## src/rtl/alu_src2_stage.sv

```systemverilog
// rtl/alu_src2_stage.sv - registered EX-stage ALU operand-2 selector with rs2 forwarding, load-use stall and 2-entry output buffer
// Optional: define SRC2_ERRCNT_EN to add the saturating err_cnt output.
module alu_src2_stage #(
  parameter int unsigned XLEN    = 64,
  parameter int unsigned FWD_N   = 2,
  parameter int unsigned STEP    = 4,
  parameter int unsigned SHAMT_W = 6
) (
  input  logic                  clk,
  input  logic                  rst_n,
  input  logic                  flush,
  input  logic                  in_valid,
  output logic                  in_ready,
  input  logic [4:0]            rs2_addr,
  input  logic [XLEN-1:0]       rdata2,
  input  logic [XLEN-1:0]       imm_i,
  input  logic [XLEN-1:0]       imm_u,
  input  logic [XLEN-1:0]       imm_s,
  input  logic [6:0]            sel,
  input  logic [FWD_N-1:0]      fwd_valid,
  input  logic [FWD_N-1:0]      fwd_busy,
  input  logic [5*FWD_N-1:0]    fwd_addr,
  input  logic [XLEN*FWD_N-1:0] fwd_data,
  output logic                  out_valid,
  input  logic                  out_ready,
  output logic [XLEN-1:0]       out_data,
`ifdef SRC2_ERRCNT_EN
  output logic [7:0]            err_cnt,
`endif
  output logic                  out_sel_err
);

  localparam logic [XLEN-1:0] STEP_X = XLEN'(STEP);

  logic            hit;
  logic            hit_busy;
  logic [XLEN-1:0] rs2_eff;
  logic            need_rs2;
  logic            stall;
  logic [XLEN-1:0] sel_data;
  logic            sel_err;
  logic [XLEN-1:0] push_data;
  logic            push;
  logic            pop;

  logic [XLEN-1:0] mem_data [2];
  logic [1:0]      mem_err;
  logic            rd_ptr;
  logic            wr_ptr;
  logic [1:0]      count;

  // Resolve rs2: scan from the oldest port down so the youngest (lowest index) hit wins.
  always_comb begin
    hit      = 1'b0;
    hit_busy = 1'b0;
    rs2_eff  = rdata2;
    for (int i = int'(FWD_N) - 1; i >= 0; i--) begin
      if (fwd_valid[i] && (fwd_addr[5*i +: 5] == rs2_addr) && (rs2_addr != 5'd0)) begin
        hit      = 1'b1;
        hit_busy = fwd_busy[i];
        rs2_eff  = fwd_data[XLEN*i +: XLEN];
      end
    end
  end

  assign need_rs2 = sel[0] | sel[5] | sel[6];
  assign stall    = need_rs2 & hit & hit_busy;

  // AND-OR operand mux plus one-hot check; an illegal mode stores zero data.
  always_comb begin
    sel_data = '0;
    if (sel[0]) sel_data = sel_data | rs2_eff;
    if (sel[1]) sel_data = sel_data | imm_i;
    if (sel[2]) sel_data = sel_data | imm_u;
    if (sel[3]) sel_data = sel_data | STEP_X;
    if (sel[4]) sel_data = sel_data | imm_s;
    if (sel[5]) sel_data = sel_data | XLEN'(rs2_eff[31:0]);
    if (sel[6]) sel_data = sel_data | XLEN'(rs2_eff[SHAMT_W-1:0]);
    sel_err   = (sel == 7'd0) || ((sel & (sel - 7'd1)) != 7'd0);
    push_data = sel_err ? '0 : sel_data;
  end

  // in_ready depends only on buffer occupancy, the stall and flush, never on out_ready.
  assign in_ready    = (count != 2'd2) & ~stall & ~flush;
  assign push        = in_valid & in_ready;
  assign out_valid   = (count != 2'd0);
  assign pop         = out_valid & out_ready;
  assign out_data    = mem_data[rd_ptr];
  assign out_sel_err = mem_err[rd_ptr];

  // Two-entry ring buffer; flush empties it without touching the stored payloads.
  always_ff @(posedge clk or negedge rst_n) begin
    if (!rst_n) begin
      count       <= 2'd0;
      rd_ptr      <= 1'b0;
      wr_ptr      <= 1'b0;
      mem_data[0] <= '0;
      mem_data[1] <= '0;
      mem_err     <= 2'b00;
    end else if (flush) begin
      count  <= 2'd0;
      wr_ptr <= rd_ptr;
    end else begin
      if (push) begin
        mem_data[wr_ptr] <= push_data;
        mem_err[wr_ptr]  <= sel_err;
        wr_ptr           <= ~wr_ptr;
      end
      if (pop) begin
        rd_ptr <= ~rd_ptr;
      end
      case ({push, pop})
        2'b10:   count <= count + 2'd1;
        2'b01:   count <= count - 2'd1;
        default: count <= count;
      endcase
    end
  end

`ifdef SRC2_ERRCNT_EN
  // Saturating count of accepted operations whose mode was not one-hot.
  always_ff @(posedge clk or negedge rst_n) begin
    if (!rst_n) begin
      err_cnt <= 8'd0;
    end else if (push && sel_err && (err_cnt != 8'hFF)) begin
      err_cnt <= err_cnt + 8'd1;
    end
  end
`endif

endmodule

```

## config.mk

```make
export PLATFORM = sky130hd
export DESIGN_NAME = alu_src2_stage
export DESIGN_NICKNAME = d
export VERILOG_FILES = /design/src/rtl/alu_src2_stage.sv
export SDC_FILE = /design/constraint.sdc
export NUM_CORES = 1
export LEC_CHECK = 0
export CAP_MARGIN = 20
export CORE_AREA = 4 4 183 185
export CTS_BUF_LIST = sky130_fd_sc_hd__clkbuf_8 sky130_fd_sc_hd__clkbuf_16
export CTS_CLUSTER_SIZE = 14
export DETAILED_ROUTE_END_ITERATION = 12
export DIE_AREA = 0 0 187 189
export GPL_ROUTABILITY_DRIVEN = 0
export MAX_ROUTING_LAYER = met4
export PLACE_DENSITY = 0.66
export SLEW_MARGIN = 20
export SYNTH_ARGS = -nofsm -noshare
export SYNTH_HDL_FRONTEND = slang
export SYNTH_SLANG_ARGS = --single-unit
```

## constraint.sdc

```tcl
create_clock -name clk -period 4.2 [get_ports clk]
set_input_delay 0.63 -clock clk [delete_from_list [all_inputs] [get_ports clk]]
set_output_delay 0.63 -clock clk [all_outputs]
set_load 0.02 [all_outputs]
```

==> summary.txt, run 1 <==
Status
  • Status: completed

STA
  • Hold Vio Cnt, Final: 0
  • Max Fclk: 0.261 GHz
  • Setup TNS: 0 ns
  • Final min period: 3.82 ns
  • Final worst path period share: 91.1%
  • RSZ-0062 raised after global routing: false
  • Fin worst setup slack: 0.375 ns
  • Clock Skew: 0.0154 ns
  • Hold_ws: 0.187 ns
  • Pins Over Slew Limit: 0
  • Worst-Margin Slew: 0.817 ns
  • Worst slew margin: 45.5%
  • Setup violators final: 0

Route
  • Post-route ant nets: 0
  • Initial DRC count: 799
  • Vias: 9748
  • Vias per cell: 5.39
  • 1st-pass router iterations: 10
  • WL/cell: 23.4 um
  • Final wirelength: 42.3 mm
  • Post-route DRC: 0

Placement
  • Pre-CTS setup slack: 0.401 ns
  • Port Buffers: 481
  • Post-DP HPWL: 30.9 mm

Global routing
  • Global route overflow: 0
  • Initial antenna violation count: 5
  • First-pass GRT wire length: 62.6 mm
  • Vias in the first global route: 10142
  • Largest net degree at the start of global routing: 125
  • Global Route Usage Sum: 23.4%

Clock network
  • Clock root cell: clkbuf_16
  • Clock Path Buffers: 2
  • Max H-tree Level: 4
  • Clock latency at the later pin of the worst-skew pair: 0.41 ns
  • Post-CTS sizing: 0
  • CTS sink count: 134
  • CTS Buf Count: 17
  • Clk slew on worst S/H paths: 0.07 ns
  • Setup bufs post-CTS: 0
  • CTS tree: yes
  • Number of hold buffers added after cts: 0

Logic synthesis
  • Top_reg_cell synth: dfrtp_1
  • Synth Warn #: 0
  • Post-synthesis sequential area ratio: 37.5%
  • Synth Net Count: 1374
  • Mapped Cells: 959
  • Yosys cell types: 53
  • Mapped cell area: 8940 um2
  • Synthesis-stage register bit count: 134
  • EDFF count, synth: 0
  • Syn Area/Cell: 9.33 um2
  • Async SR Flop Fraction: 100%

Worst setup path
  • Critical Path Fanout Max: 6
  • Startpoint Class: primary input
  • Reg2reg end: mem_data[95]$_DFFE_PN0P_
  • Worst reg2reg path startpoint: count[1]$_DFFE_PN0P_
  • CP Class: primary input to output pin
  • CP required: 3.57 ns
  • Reg2Reg Setup Slack: 1.93 ns
  • Arr. time, crit path: 3.19 ns
  • Reg2reg path depth: 7
  • CP endpoint kind: output pin

Pwr
  • LEAKAGE: 6.22 nW
  • Worst vdd ir: 0.254 mV
  • Power density over the cells: 326 nW/um2

Job
  • Max-cap violations: 0

Finish
  • Commonest non-fill, non-tap cell in the layout: clkdlybuf4s50_1
  • Share of layout cells above drive strength 1: 9.81%
  • Most frequent cells in the layout: 476 x clkdlybuf4s50_1, 133 x dfrtp_1, 119 x o21ai_0
  • # nets final: 1798
  • Area growth syn-to-layout: 63.5%

Die
  • Die area: 35300 um2
  • Die Wd: 187 um
  • Die Ht: 189 um
  • Io pins: 482
  • Placement Rows: 66
  • Initial core utilization: 27.9%
  • Placeable Area: 32000 um2

Min path
  • Hold WC Path Type: primary input to asynchronous set/reset pin
-- per-layer routing --
layer  GRT usage (%)  vias to the layer above  part of all wire, %
li1                -                     4496                    -
met5               -                        -                    0
met3            5.57                       52                  7.8
met2            38.8                      460                   48
met4            6.94                        0                  2.7
met1            28.7                     4740                   41
-- logic make-up (layout without fill, tap and decap cells) --
logic type             count (synthesis)  in the layout  share of synthesized area, %
buffers and inverters                175            612                          8.95
AO/OA/AOI/OAI                        464            464                          38.3
AND/OR/NAND/NOR                      103            103                          5.26
XOR/XNOR                              13             13                          1.27
multiplexers                          70             70                          8.74
flip-flops                           134            134                          37.5
other                                  0              4                             0
-- final cells by class --
cell class,instances,area [um2]
fill,3068,17400
timing repair buffer,502,5050
multi-input combinational,650,4820
sequential,134,3360
tap,408,510
clock buffer,17,425
inverter,78,293
clock inverter,15,155
antenna,4,10.0
-- sequential cells by signal, summed over array words and instances (netlist names) --
signal and cells:
rd_ptr 1, mem_data 128, mem_err 2, count 2, wr_ptr 1
-- stage by stage --
stage | instances | power, mW | utilization [%] | area, um2
finish | 1808 | 4.76 | 45.6 | 14600
global route | 1808 | 4.98 | 45.6 | 14600
CTS | 1804 | 4.82 | 45.6 | 14600
detailed placement | 1772 | 3.28 | 43.8 | 14000
global placement | 1772 | 3.26 | 43.8 | 14000
floorplan | 959 | 2.38 | - | 8940
-- cells in the mapped netlist (5+ instances only) --
library cell | count | area [um2]
o21a_1 | 65 | 488
buf_2 | 16 | 80.1
o2bb2ai_1 | 56 | 490
buf_1 | 6 | 22.5
inv_1 | 78 | 293
mux2i_1 | 5 | 50.1
dfrtp_1 | 134 | 3350
o211ai_1 | 7 | 52.6
buf_4 | 9 | 67.6
o211a_1 | 57 | 571
nor2_1 | 6 | 22.5
xnor2_1 | 8 | 70.1
nor3_1 | 8 | 40.0
a222oi_1 | 63 | 631
clkbuf_1 | 49 | 184
a22oi_1 | 7 | 52.6
nand2_1 | 69 | 259
o21ai_0 | 119 | 596
o21ai_1 | 69 | 345
buf_6 | 11 | 124
clkbuf_2 | 6 | 30.0
mux2_2 | 65 | 732
xor2_1 | 5 | 43.8
-- worst max-delay path: stages --
cell and delay, ns:
clkdlybuf4s50_1 0.49, or4_4 0.58, o211ai_2 0.29, or2_4 0.20, nor2_1 0.04, o22a_1 0.17
nor3_1 0.14, clkdlybuf4s50_1 0.64
-- worst max-delay path by stage --
stage	from	endpoint	slack, ns	cells past startpoint
5_1_grt	rs2_addr[2]	in_ready	0.27	8
2_1_floorplan	rs2_addr[2]	in_ready	1.01	9
6_report	rs2_addr[2]	in_ready	0.38	8
3_3_place_gp	rs2_addr[2]	in_ready	0.45	8
4_1_cts	rs2_addr[2]	in_ready	0.40	8
3_5_place_dp	rs2_addr[2]	in_ready	0.40	8
-- report_power, final --
| group | switching [mW] | leakage [nW] | internal [mW] |
|---|---|---|---|
| logic | 0.730 | 4.10 | 0.902 |
| clock network | 0.633 | 0.280 | 0.881 |
| registers | 0.182 | 1.84 | 1.44 |
| total | 1.54 | 6.22 | 3.22 |
No activity file was read; power rests on OpenSTA's default activity.
==> run 2, diff against run 1 <==
--- a/config.mk
+++ b/config.mk
@@ -13,7 +13,6 @@
 export DIE_AREA = 0 0 187 189
 export GPL_ROUTABILITY_DRIVEN = 0
 export MAX_ROUTING_LAYER = met4
-export PLACE_DENSITY = 0.66
 export SLEW_MARGIN = 20
 export SYNTH_ARGS = -nofsm -noshare
 export SYNTH_HDL_FRONTEND = slang
==> run 2 against run 1 <==
- clock power barely moved
- fmax rose by 0.92%
- worst hold slack improved by 0.14 ns
- via count fell by 2.6%
- sequential share of layout area rose by 0.13 points
- highest routed layer unchanged
- non-clock buffer count fell by 4
- critical path depth did not move
- clock skew fell by 0.0062 ns
==> summary.txt, run 2 (same netlist as run 1, synthesis figures left out) <==
Status
  • Status: completed

Worst setup path
  • Critical Path Fanout Max: 6
  • CP most frequent cell: clkdlybuf4s50_1
  • CP Class: primary input to output pin
  • Reg2reg path depth: 7
  • Reg2reg end: mem_data[92]$_DFFE_PN0P_
  • Worst reg2reg path startpoint: count[1]$_DFFE_PN0P_
  • CP bufs+invs: 2
  • Reg2Reg Setup Slack: 1.93 ns
  • Delay-heaviest family, CP: buffers and inverters
  • Cells along the critical path: clkdlybuf4s50_1 -> or4_4 -> o211ai_2 -> or2_4 -> nor2_1 -> o22a_1 -> nor3_1 -> clkdlybuf4s50_1
  • CP Launch Point: rs2_addr[2]
  • Arr. time, crit path: 3.16 ns
  • Startpoint Class: primary input
  • Worst-path cell with the longest stage delay: clkdlybuf4s50_1
  • Critical path endpoint: in_ready
  • CP required: 3.57 ns
  • CP endpoint kind: output pin
  • Delay of the slowest critical-path stage: 0.64 ns
  • Crit path depth: 8

Die
  • Die Ht: 189 um
  • Die area: 35300 um2
  • Placement Rows: 66
  • Die Wd: 187 um
  • Io pins: 482
  • Initial core utilization: 27.9%
  • Placeable Area: 32000 um2

Global routing
  • First-pass GRT wire length: 60.6 mm
  • Vias in the first global route: 9924
  • Global Route Usage Sum: 22.5%
  • Initial antenna violation count: 1
  • Largest net degree at the start of global routing: 125
  • Global route overflow: 0

Pwr
  • Int Pwr: 3.22 mW
  • Reg power frac: 35.3%
  • Clk pwr share: 32.0%
  • LEAKAGE: 6.18 nW
  • Psw: 1.49 mW
  • Combinational cell fraction of total power: 32.7%
  • Worst vdd ir: 0.256 mV
  • Sw Share: 31.7%
  • Power density over the cells: 324 nW/um2

Finish
  • Most frequent cells in the layout: 476 x clkdlybuf4s50_1, 133 x dfrtp_1, 119 x o21ai_0
  • Commonest non-fill, non-tap cell in the layout: clkdlybuf4s50_1
  • Max FFs per register: 128
  • Area growth syn-to-layout: 62.6%
  • Largest registers: mem_data (128), count (2), mem_err (2)
  • Share of layout cells above drive strength 1: 9.63%
  • Reg with most FFs: mem_data
  • Final instance area: 14500 um2
  • # nets final: 1794

STA
  • Setup TNS: 0 ns
  • Worst slew margin: 29.0%
  • RSZ-0062 raised after global routing: false
  • Clock Skew: 0.00928 ns
  • Pins Over Slew Limit: 0
  • Final worst path period share: 90.2%
  • Max Fclk: 0.264 GHz
  • Worst-Margin Slew: 1.06 ns
  • Setup violators final: 0
  • Final min period: 3.79 ns
  • Hold Vio Cnt, Final: 0

Route
  • Initial DRC count: 669
  • Met1 Routed Length: 17.4 mm
  • WL/cell: 22.6 um
  • Post-route DRC: 0
  • Met2 wire len: 20.0 mm
  • Vias: 9492
  • Post-route ant nets: 0
  • Final wirelength: 40.7 mm
  • Vias per cell: 5.27
  • Met3 WL: 2.95 mm
  • Uppermost layer routed: met4
  • 1st-pass router iterations: 6

Clock network
  • CTS sink count: 134
  • Clock root cell: clkbuf_16
  • Clk slew on worst S/H paths: 0.07 ns
  • Number of hold buffers added after cts: 0
  • Clock latency at the later pin of the worst-skew pair: 0.41 ns
  • Clock Path Buffers: 2
  • CTS tree: yes
  • CTS Buf Count: 17
  • Max H-tree Level: 4
  • Post-CTS sizing: 0
  • Setup bufs post-CTS: 0

Placement
  • DP Area: 14000 um2
  • Post-DP HPWL: 29.4 mm
  • Port Buffers: 481

Min path
  • Hold WC Path Type: primary input to asynchronous set/reset pin

Job
  • Max-cap violations: 0
-- run 2: changes by cell type in the layout (fill, tap and decap cells not counted), sizes merged --
cell    change
buf         -4
diode       -3
inv         -2
clkbuf      +1
clkinv      +1
-- run 2: final cells by class --
class	count	area, um2
multi-input combinational	650	4820
timing repair buffer	498	4970
clock buffer	18	439
sequential	134	3360
clock inverter	14	151
tap	408	510
antenna	1	2.50
inverter	78	293
fill	3090	17500
-- run 2: stage by stage --
step | std cells | setup WS [ns] | total power, mW | hold slack [ns] | utilization, %
final | 1801 | 0.410 | 4.71 | 0.325 | 45.4
after floorplan | 959 | 1.01 | 2.38 | 0.334 | -
after global routing | 1801 | 0.296 | 4.94 | 0.390 | 45.4
after CTS | 1800 | 0.408 | 4.78 | 0.363 | 45.4
after global placement | 1768 | 0.423 | 3.23 | 0.462 | 43.5
after detailed placement | 1768 | 0.420 | 3.24 | 0.468 | 43.5
-- run 2: how the worst min path moves through the flow --
stage / start / end / slack, ns / cells after the start
after floorplan: rst_n / count[0]$_DFFE_PN0P_ / 0.33 / 0
after global placement: mem_data[67]$_DFFE_PN0P_ / mem_data[67]$_DFFE_PN0P_ / 0.46 / 2
after detailed placement: mem_data[62]$_DFFE_PN0P_ / mem_data[62]$_DFFE_PN0P_ / 0.47 / 1
after CTS: rst_n / mem_data[59]$_DFFE_PN0P_ / 0.36 / 1
after global routing: rst_n / mem_data[120]$_DFFE_PN0P_ / 0.39 / 1
final: rst_n / mem_data[59]$_DFFE_PN0P_ / 0.32 / 1
-- run 2: routing by layer --
layer | vias up | global-route usage [%]
met1 | 4614 | 27.4
met4 | 0 | 3.47
met5 | - | -
met2 | 369 | 38.5
met3 | 20 | 6.18
li1 | 4489 | -
-- run 2: power by group through the flow --
stage	clock network, mW	logic [mW]	registers, mW
6_report	1.51	1.54	1.66
2_1_floorplan	0	0.864	1.52
5_1_grt	1.60	1.65	1.69
4_1_cts	1.55	1.56	1.67
3_3_place_gp	0	1.55	1.68
3_5_place_dp	0	1.55	1.69
